### config.mk
export PLATFORM = sky130hd
export DESIGN_NAME = cpu_seq_ctrl
export DESIGN_NICKNAME = d
export VERILOG_FILES = /design/src/rtl/cpu_seq_ctrl.sv
export SDC_FILE = /design/constraint.sdc
export NUM_CORES = 1
export LEC_CHECK = 0
export BUFFER_PORTS_ARGS = -buffer_cell sky130_fd_sc_hd__buf_4
export CORE_UTILIZATION = 49
export DETAILED_ROUTE_END_ITERATION = 10
export PLACE_DENSITY = 0.76
export SLEW_MARGIN = 15
export SYNTH_ARGS = -nofsm -noshare
export SYNTH_HDL_FRONTEND = slang
export SYNTH_SLANG_ARGS = --single-unit
### constraint.sdc
create_clock -name clk -period 2.18 [get_ports clk]
set_input_delay 0.218 -clock clk [delete_from_list [all_inputs] [get_ports clk]]
set_output_delay 0.218 -clock clk [all_outputs]
set_load 0.01 [all_outputs]
### src/rtl/cpu_seq_ctrl.sv
// -----------------------------------------------------------------------------
// cpu_seq_ctrl
//
// Multicycle sequencer for the single-issue RV32I core. Each instruction moves
// through FETCH -> DECODE -> EXEC -> (MEM) -> (WB). The module drives the
// enable strobes for the instruction register, PC, register file and data
// memory, and keeps cycle and retired-instruction counters.
//
// Parameters
//    CNT_W        width of cycle_cnt / instret_cnt (default 32)
//
// Ports
//    clk          sole clock, rising edge
//    rst          synchronous active-high reset
//    imem_ready   instruction memory presents a valid ir this cycle
//    dmem_ready   data access completes this cycle
//    dec_reg_we   decoder: instruction writes the register file
//    dec_is_load  decoder: load
//    dec_is_store decoder: store
//    dec_is_halt  decoder: halt
//    imem_req     fetch request
//    ir_we        latch the instruction register
//    dmem_req     data memory request
//    dmem_we      data request is a write (meaningful only with dmem_req)
//    rf_we        register file write strobe
//    pc_we        PC update strobe, also marks retirement
//    halted       core stopped
//    err          sticky: illegal load+store flag combination decoded
//    stage        current state code (FETCH=0 .. HALT=5)
//    cycle_cnt    cycles executed outside HALT
//    instret_cnt  instructions retired
// -----------------------------------------------------------------------------
module cpu_seq_ctrl #(
   parameter int CNT_W = 32
) (
   input  logic             clk,
   input  logic             rst,
   input  logic             imem_ready,
   input  logic             dmem_ready,
   input  logic             dec_reg_we,
   input  logic             dec_is_load,
   input  logic             dec_is_store,
   input  logic             dec_is_halt,
   output logic             imem_req,
   output logic             ir_we,
   output logic             dmem_req,
   output logic             dmem_we,
   output logic             rf_we,
   output logic             pc_we,
   output logic             halted,
   output logic             err,
   output logic [2:0]       stage,
   output logic [CNT_W-1:0] cycle_cnt,
   output logic [CNT_W-1:0] instret_cnt
);

   typedef enum logic [2:0] {
      ST_FETCH  = 3'd0,
      ST_DECODE = 3'd1,
      ST_EXEC   = 3'd2,
      ST_MEM    = 3'd3,
      ST_WB     = 3'd4,
      ST_HALT   = 3'd5
   } state_t;

   state_t           state_reg, state_next;
   logic             ld_reg, st_reg, we_reg;
   logic             err_reg;
   logic [CNT_W-1:0] cycle_reg, instret_reg;
   logic             retire, err_set;

   // A decoded halt takes effect directly in DECODE, so only the load, store
   // and register-write flags need to survive into later states.

   always_comb begin
      state_next = state_reg;
      imem_req   = 1'b0;
      ir_we      = 1'b0;
      dmem_req   = 1'b0;
      dmem_we    = 1'b0;
      rf_we      = 1'b0;
      pc_we      = 1'b0;
      retire     = 1'b0;
      err_set    = 1'b0;

      case (state_reg)
         ST_FETCH: begin
            imem_req = 1'b1;
            if (imem_ready) begin
               ir_we      = 1'b1;
               state_next = ST_DECODE;
            end
         end
         ST_DECODE: begin
            if (dec_is_load && dec_is_store) begin
               err_set    = 1'b1;
               state_next = ST_HALT;
            end else if (dec_is_halt) begin
               // Halt retires without moving the PC.
               retire     = 1'b1;
               state_next = ST_HALT;
            end else begin
               state_next = ST_EXEC;
            end
         end
         ST_EXEC: begin
            state_next = (ld_reg || st_reg) ? ST_MEM : ST_WB;
         end
         ST_MEM: begin
            dmem_req = 1'b1;
            dmem_we  = st_reg;
            if (dmem_ready) begin
               if (ld_reg) begin
                  state_next = ST_WB;
               end else begin
                  // Stores retire on the completing data cycle.
                  pc_we      = 1'b1;
                  retire     = 1'b1;
                  state_next = ST_FETCH;
               end
            end
         end
         ST_WB: begin
            rf_we      = we_reg;
            pc_we      = 1'b1;
            retire     = 1'b1;
            state_next = ST_FETCH;
         end
         ST_HALT: begin
            state_next = ST_HALT;
         end
         default: begin
            // Codes 6 and 7 are unreachable; recover to FETCH.
            state_next = ST_FETCH;
         end
      endcase

      // Reset aborts the instruction in flight: no strobes, no retirement.
      if (rst) begin
         imem_req = 1'b0;
         ir_we    = 1'b0;
         dmem_req = 1'b0;
         dmem_we  = 1'b0;
         rf_we    = 1'b0;
         pc_we    = 1'b0;
         retire   = 1'b0;
         err_set  = 1'b0;
      end
   end

   always_ff @(posedge clk) begin
      if (rst) begin
         state_reg   <= ST_FETCH;
         ld_reg      <= 1'b0;
         st_reg      <= 1'b0;
         we_reg      <= 1'b0;
         err_reg     <= 1'b0;
         cycle_reg   <= '0;
         instret_reg <= '0;
      end else begin
         state_reg <= state_next;
         if (state_reg == ST_DECODE) begin
            ld_reg <= dec_is_load;
            st_reg <= dec_is_store;
            we_reg <= dec_reg_we;
         end
         if (err_set) begin
            err_reg <= 1'b1;
         end
         if (state_reg != ST_HALT) begin
            cycle_reg <= cycle_reg + CNT_W'(1);
         end
         if (retire) begin
            instret_reg <= instret_reg + CNT_W'(1);
         end
      end
   end

   assign halted      = (state_reg == ST_HALT);
   assign err         = err_reg;
   assign stage       = state_reg;
   assign cycle_cnt   = cycle_reg;
   assign instret_cnt = instret_reg;

endmodule
==> results of run 1 <==
-- cell families after synthesis --
logic type      synth area share, %
compound gates                 12.7
xor+xnor                       12.0
fa+ha+maj                     0.684
buf+inv                        4.31
flops                          38.9
mux                            2.94
simple gates                   28.5
-- through the flow --
stage | setup slack (ns) | hold WS, ns
2_1_floorplan | 0.0850 | 0.365
3_3_place_gp | 0.212 | 0.452
3_5_place_dp | 0.0830 | 0.463
4_1_cts | 0.000301 | 0.0878
5_1_grt | 0.00708 | 0.133
6_report | 0.0781 | 0.0914
-- synthesized netlist by cell type (3+ instances only) --
cell	number
xnor2_1	47
nor4_1	15
mux2i_1	4
and4_1	6
o21ai_0	5
a2111oi_4	4
nor3_1	10
clkbuf_1	17
nand3_1	18
inv_1	12
xor2_1	3
a2111oi_2	4
nor2_1	69
nand4_1	13
and3_1	7
dfxtp_1	71
a211oi_1	10
a2111oi_0	3
or3_1	4
buf_2	3
and2_1	4
a21oi_1	13
nand2_1	28
nor2b_1	7
mux2_2	6
buf_1	3
-- layout make-up --
class	count	area, sq um
Inverter	12	45.0
Tap cell	99	124
Timing Repair Buffer	110	838
Multi-Input combinational cell	307	2100
Clock buffer	12	165
Fill cell	630	2470
Sequential cell	71	1420
Clock inverter	4	52.6
-- per-layer routing --
layer | share of wire, % | routed length, microns | global-route usage, %
met1 | 47 | 4110 | 30.4
met4 | 2.3 | 201 | 12.6
met3 | 4.8 | 418 | 3.92
met5 | 0 | 0 | 0
met2 | 46 | 3980 | 33.9
-- worst max-delay path: cells and delay by family (launching register included) --
family | cells | cell delay [ns]
buffers and inverters | 3 | 0.68
AND/OR/NAND/NOR | 2 | 0.18
flip-flops | 1 | 0.47
AO/OA/AOI/OAI | 1 | 0.19
-- report_power, final --
group          switching (uW)  internal (uW)
sequential               23.9           1320
clock                     516            622
combinational             137            104
-- path summary, 6_finish.rpt --
path / endpoint / slack (ns) / cells after the start
worst max register to register: instret_cnt[28]$_SDFFE_PP0P_ / 0.13 / 6
worst min register to register: err$_SDFFE_PP0P_ / 0.47 / 2
worst min-delay path: we_reg$_SDFFE_PP0N_ / 0.09 / 3
worst max-delay path: pc_we / 0.08 / 6
-- timing repair --
| item | in CTS | in global routing |
|---|---|---|
| setup buffers | 0 | 0 |
| endpoints found under the setup margin | 0 | 5 |
| resized for setup | 0 | 6 |
==> impl_metrics.toml, run 1 <==
[route]
vias = 3336
avgViaCountPerCell = 5.42
drt_iter0_markers = 184
totalWireLength_microns = 8710
post_drt_wl_per_cell_microns = 14.2
drc = 0
ant_nets = 0
dr.pass1.iters = 4

[setup_path]
critical_path_required_ns = 1.96
slowest_delay_ns = 0.47
startpoint = "stage[1]$_SDFFE_PP0P_"
critical_path_class = "reg2out"
slowest_stage = "dfxtp_1"
crit_arrival_ns = 1.88
critPathMaxFanout = 17
critPathLaunchType = "register"
r2r-start = "instret_cnt[1]$_SDFFE_PP0P_"
cpMostUsedCell = "buf_4"
crit_path_end_kind = "output port"
path_cells = "nor2_1 > a22oi_2 > buf_4 > buf_4 > nor2_1 > buf_4"

[min_path]
min-delay-start = "dec_reg_we"
hp-class = "in2reg"

[final_layout]
drive_gt1_share_pct = 29.7
synthToLayoutAreaGrowth_pct = 29.8
antenna_cells = 0
final_common_cell = "buf_4"
fin_nets = 521
final_cell_mix = "buf_4 (109), dfxtp_1 (70), nor2_1 (69)"
fin_area_sq_um = 4750
postLayoutCoreUtil_pct = 65.8
stdcell_count = 615

[global_route]
grt_start_max_net_pins = 37
grt-ovfl-total = 0
grt.total_usage_pct = 22.5
grt_pass1_wl_microns = 13700
grt_pass1_vias = 2897
antenna_found_initial = 0

[synthesis]
yosysTopAreaCell = "dfxtp_1"
postSynthAreaPerCell_sq_um = 8.81
synth_ff_type = "dfxtp_1"
synth_cells = 415
synth_fp_nets = 425
synthArstFlopShare_pct = 0
synth_edf_count = 0
syn-cell-area_sq_um = 3660
ys_warn_count = 0
netlist-cell-type-count = 51
ys_ff_latch = 71
ys_seq_area_share_pct = 38.9
netlist_top_cells_area = "dfxtp_1 (39%), xnor2_1 (11%), nor2_1 (7.1%), a2111oi_4 (3.0%), nand2_1 (2.9%)"
synth_top_cell_area_share_pct = 38.9

[die]
start_util_pct = 50.7
coreArea_sq_um = 7210
die_h_microns = 88.4
rows = 31
num_io_pins = 83
die_area_sq_um = 7810
fp.dieW_microns = 88.4

[place]
port_buffers = 82
dp.cells = 599
place_area_sq_um = 4510
dpl.hpwl_microns = 6170
gp_congestion = 0.866

[clocking]
clk_path_buf_depth = 2
root_buffer = "clkbuf_8"
tritoncts = "built"
cts_buffers = 9
cts.clk_slew.worst_paths_ns = 0.08
clkLatencyLatePin_ns = 0.35
cts-htree-levels = 3
cts_hold_buf = 0
clock_sink_count = 71

[sta]
worst_pin_slew_ns = 0.507
grt_setup_unrepaired = "false"
clock-skew-final_ns = 0.0149
hold_viol_final = 0
slew_headroom_pct = 65.7
fin_crit_ns = 2.10
finalSetupTns_ns = 0
max_freq_mhz = 476
maxSlewViolCount = 0
setup_violations = 0
fin_crit_sh_pct = 96.4

[power_and_ir_drop]
power_density_nw_per_um2 = 573
peakVddDrop_uv = 349
p_leak_uw = 0.00177
total_power_uw = 2720

[outcome]
status = "complete, no violations"

[flow_run]
drv_cap = 0
Note: power is estimated with default switching activity, not from simulation.
==> run 2, diff against run 1 <==
--- a/config.mk
+++ b/config.mk
@@ -6,9 +6,9 @@
 export NUM_CORES = 1
 export LEC_CHECK = 0
 export BUFFER_PORTS_ARGS = -buffer_cell sky130_fd_sc_hd__buf_4
-export CORE_UTILIZATION = 49
+export CORE_UTILIZATION = 50
 export DETAILED_ROUTE_END_ITERATION = 10
-export PLACE_DENSITY = 0.76
+export PLACE_DENSITY = 0.75
 export SLEW_MARGIN = 15
 export SYNTH_ARGS = -nofsm -noshare
 export SYNTH_HDL_FRONTEND = slang
==> constraint.sdc (replaced) <==
create_clock -name clk -period 2.4 [get_ports clk]
set_input_delay 0.24 -clock clk [delete_from_list [all_inputs] [get_ports clk]]
set_output_delay 0.24 -clock clk [all_outputs]
set_load 0.01 [all_outputs]
==> impl_metrics.toml, run 2 (synthesized netlist as in run 1, its figures left out) <==
[outcome]
status = "complete, no violations"

[setup_path]
crit_path_end_kind = "output port"
path_cells = "buf_4 > inv_1 > nor4b_1 > and2_1 > buf_4"
critPathLaunchType = "register"
r2r-start = "instret_cnt[0]$_SDFFE_PP0P_"
critical_path_class = "reg2out"
critPathMaxFanout = 8
critical_path_required_ns = 2.16
crit_arrival_ns = 1.92
startpoint = "stage[1]$_SDFFE_PP0P_"
slowest_delay_ns = 0.50
reg2regPathDepth = 6
slowest_stage = "nor4b_1"
cpMostUsedCell = "buf_4"

[clocking]
tritoncts = "built"
cts_resized = 0
postCtsSetupBuffers = 0
cts_hold_buf = 0
root_buffer = "clkbuf_8"
cts-htree-levels = 3
cts.clk_slew.worst_paths_ns = 0.07
clock_sink_count = 71
clkLatencyLatePin_ns = 0.34
cts_buffers = 9
clk_path_buf_depth = 2

[sta]
worst_pin_slew_ns = 0.576
grt_setup_unrepaired = "false"
fin_crit_sh_pct = 89.9
slew_headroom_pct = 61.0
fin_crit_ns = 2.16
finalSetupTns_ns = 0
hold_viol_final = 0
whs_ns = 0.144
clock-skew-final_ns = 0.00836
setup_violations = 0
max_freq_mhz = 464
maxSlewViolCount = 0

[global_route]
antenna_found_initial = 0
grt_pass1_vias = 2938
busiest_layer = "met2"
globalRouteMet1Util_pct = 29.8
grt_pass1_wl_microns = 13500
use_met3_pct = 5.59
grt-ovfl-total = 0
use_met2_pct = 35.1
grt_start_max_net_pins = 50
grt.total_usage_pct = 22.3

[route]
dr.pass1.iters = 4
totalWireLength_microns = 8140
vias = 3274
post_drt_wl_per_cell_microns = 13.6
avgViaCountPerCell = 5.48
drt_iter0_markers = 131
drc = 0
ant_nets = 0

[place]
gp_congestion = 0.862
dpl.hpwl_microns = 5830
port_buffers = 82

[power_and_ir_drop]
peakVddDrop_uv = 431
power_density_nw_per_um2 = 492
p_leak_uw = 0.00169

[final_layout]
final_common_cell = "buf_4"
final_cell_mix = "buf_4 (96), dfxtp_1 (71), nor2_1 (69)"
antenna_cells = 0
synthToLayoutAreaGrowth_pct = 24.9
drive_gt1_share_pct = 26.7
fillers = 605
fin_nets = 508

[die]
num_io_pins = 83
fp.dieW_microns = 87.5
die_h_microns = 87.5
die_area_sq_um = 7660
start_util_pct = 52.6
rows = 30
coreArea_sq_um = 6940

[min_path]
whs_path_depth = 3
min-delay-start = "dec_reg_we"
hp-class = "in2reg"

[flow_run]
drv_cap = 0
## run 2: power by group
group,switching (uW),internal [uW]
Clock,402,420
Combinational,119,89.9
Sequential,20.8,1200
Total,542,1710
## run 2: per-stage QoR
step,setup slack (ns),util [%],power [uW],instances,instance area [sq um]
floorplan,0.305,-,1380,415,3660
global placement,0.371,63.4,1450,583,4400
detailed placement,0.310,63.4,1450,583,4400
CTS,0.247,65.8,2270,597,4570
global route,0.0974,65.8,2360,597,4570
finish,0.243,65.8,2250,597,4570
## run 2: worst paths after layout
| check | to | slack (ns) |
|---|---|---|
| max | dmem_we | 0.24 |
| min reg2reg | err$_SDFFE_PP0P_ | 0.49 |
| max reg2reg | instret_cnt[22]$_SDFFE_PP0P_ | 0.27 |
| min | we_reg$_SDFFE_PP0N_ | 0.14 |
## run 2: area by class of cell
class / instances / area (sq um) / share of cell area, %
inverters: 12 / 45.0 / 0.986
multi-input cells: 307 / 2080 / 45.5
clock inverters: 1 / 5.00 / 0.110
clock buffers: 13 / 159 / 3.48
flip-flops and latches: 71 / 1420 / 31.1
repair buffers: 97 / 741 / 16.2
well taps: 96 / 120 / 2.63
## run 2: routing by layer
metal	share of wire [%]	vias to the layer above
met2	46	81
met3	5.0	8
met5	0	-
met1	47	1552
met4	1.3	0
li1	-	1633
## run 2: worst max-delay path: cells and delay by family (launching register included)
kind          cells  cell delay, ns
buf+inv           3            0.39
flops             1            0.48
simple gates      2            0.71
==> run 3, diff against run 2 <==
--- a/config.mk
+++ b/config.mk
@@ -8,6 +8,7 @@
 export BUFFER_PORTS_ARGS = -buffer_cell sky130_fd_sc_hd__buf_4
 export CORE_UTILIZATION = 50
 export DETAILED_ROUTE_END_ITERATION = 10
+export MAX_ROUTING_LAYER = met4
 export PLACE_DENSITY = 0.75
 export SLEW_MARGIN = 15
 export SYNTH_ARGS = -nofsm -noshare
==> constraint.sdc (replaced) <==
create_clock -name clk -period 2.12 [get_ports clk]
set_input_delay 0.212 -clock clk [delete_from_list [all_inputs] [get_ports clk]]
set_output_delay 0.212 -clock clk [all_outputs]
set_load 0.01 [all_outputs]
==> impl_metrics.toml, run 3 (synthesized netlist as in run 1, its figures left out) <==
[power_and_ir_drop]
power.switching_uw = 686
p_leak_uw = 0.00182
p_comb_share_pct = 8.7
peakVddDrop_uv = 335
power_density_nw_per_um2 = 593
p_int_uw = 2150
clockPowerShare_pct = 42.8
swShare_pct = 24.2
seq_power_share_pct = 48.6
total_power_uw = 2840

[clocking]
clock_sink_count = 71
cts_resized = 0
cts.clk_slew.worst_paths_ns = 0.08
clkLatencyLatePin_ns = 0.35
clk_path_buf_depth = 2
root_buffer = "clkbuf_8"
postCtsSetupBuffers = 0
cts_hold_buf = 0
cts-htree-levels = 3
cts_buffers = 9
tritoncts = "built"

[route]
dr.pass1.iters = 4
ant_nets = 0
vias = 3359
totalWireLength_microns = 8710
post_drt_wl_per_cell_microns = 14.1
drt_iter0_markers = 124
avgViaCountPerCell = 5.44
drc = 0

[global_route]
grt.total_usage_pct = 24.2
busiest_layer = "met2"
antenna_found_initial = 0
grt-ovfl-total = 0
grt_pass1_vias = 2972
grt_pass1_wl_microns = 14000
globalRouteMet1Util_pct = 31.5
use_met2_pct = 37.5
grt_start_max_net_pins = 48
use_met3_pct = 4.64

[die]
start_util_pct = 52.6
rows = 30
coreArea_sq_um = 6940
num_io_pins = 83
die_h_microns = 87.5
die_area_sq_um = 7660
fp.dieW_microns = 87.5

[final_layout]
drive_gt1_share_pct = 30.5
synthToLayoutAreaGrowth_pct = 30.8
fin_nets = 527
final_common_cell = "buf_4"
fillers = 588
fin_area_sq_um = 4780
antenna_cells = 0
final_cell_mix = "buf_4 (115), dfxtp_1 (71), nor2_1 (69)"

[setup_path]
slowest_stage = "or2_2"
critical_path_class = "reg2reg"
crit_arrival_ns = 2.25
crit_path_end_kind = "register"
path_cells = "nand4_1 > or2_2 > a2111oi_4 > and3_1 > mux2_2"
slowest_delay_ns = 0.43
critPathMaxFanout = 6
crit_family = "simple AND/OR/NAND/NOR gates"
critical_path_required_ns = 2.36
critPathLaunchType = "register"
path_buf_inv = 0

[sta]
clock-skew-final_ns = 0.0119
grt_setup_unrepaired = "true"
hold_viol_final = 0
maxSlewViolCount = 0
setup_ws_ns = 0.115
max_freq_mhz = 499
worst_pin_slew_ns = 0.501
setup_violations = 0
slew_headroom_pct = 66.6
whs_ns = 0.107
fin_crit_sh_pct = 94.6
fin_crit_ns = 2.01
finalSetupTns_ns = 0

[place]
gp_congestion = 0.882
dpl.hpwl_microns = 6220
port_buffers = 82
place_area_sq_um = 4550
place_ws_ns = 0.0858

[min_path]
hp-class = "in2reg"

[flow_run]
drv_cap = 0

[outcome]
status = "complete, no violations"
## run 3: cell count changes in the layout (fill, tap and decap cells not counted), moves of 2 or more
cell       before  now
a2111oi_0       3    0
buf_4          96  115
a2111oi_1       0    2
bufinv_16       0    2
clkbuf_1        2    0
clkinv_2        1    3
## run 3: stage by stage
step / util [%] / cells
6_report: 68.9 / 618
5_1_grt: 68.9 / 618
4_1_cts: 68.7 / 618
3_5_place_dp: 65.5 / 602
3_3_place_gp: 65.5 / 602
2_1_floorplan: - / 415
## run 3: worst paths after layout
kind	start	to	slack [ns]	cells after the start
worst max-delay path	instret_cnt[5]$_SDFFE_PP0P_	instret_cnt[25]$_SDFFE_PP0P_	0.11	5
worst min-delay path	dec_reg_we	we_reg$_SDFFE_PP0N_	0.11	3
worst max register to register	instret_cnt[5]$_SDFFE_PP0P_	instret_cnt[25]$_SDFFE_PP0P_	0.11	5
worst min register to register	err$_SDFFE_PP0P_	err$_SDFFE_PP0P_	0.50	2
## run 3: power groups by stage
stage / Clock, uW / Combinational, uW / Sequential, uW
5_1_grt: 1290 / 268 / 1380
3_5_place_dp: 0 / 243 / 1410
2_1_floorplan: 0 / 146 / 1410
4_1_cts: 1240 / 244 / 1380
6_report: 1210 / 246 / 1380
3_3_place_gp: 0 / 235 / 1410
## run 3: cell type report
cell class / instances / area, sq um / share of cell area [%]
multi-input combinational: 307 / 2090 / 43.7
inverter: 12 / 45.0 / 0.942
clock inverter: 6 / 83.8 / 1.75
tap: 96 / 120 / 2.51
clock buffer: 10 / 138 / 2.88
timing repair buffer: 116 / 883 / 18.5
sequential: 71 / 1420 / 29.7
## run 3: worst register-to-register path, stage by stage, from the launching register on
cell,delay [ns]
dfxtp_1,0.34
nand4_1,0.24
or2_2,0.43
a2111oi_4,0.36
and3_1,0.22
mux2_2,0.32
## run 3: metal layers
layer	share of wire, %	vias up
li1	-	1676
met4	1.2	0
met3	4.4	10
met2	47	92
met1	48	1581
met5	0	-
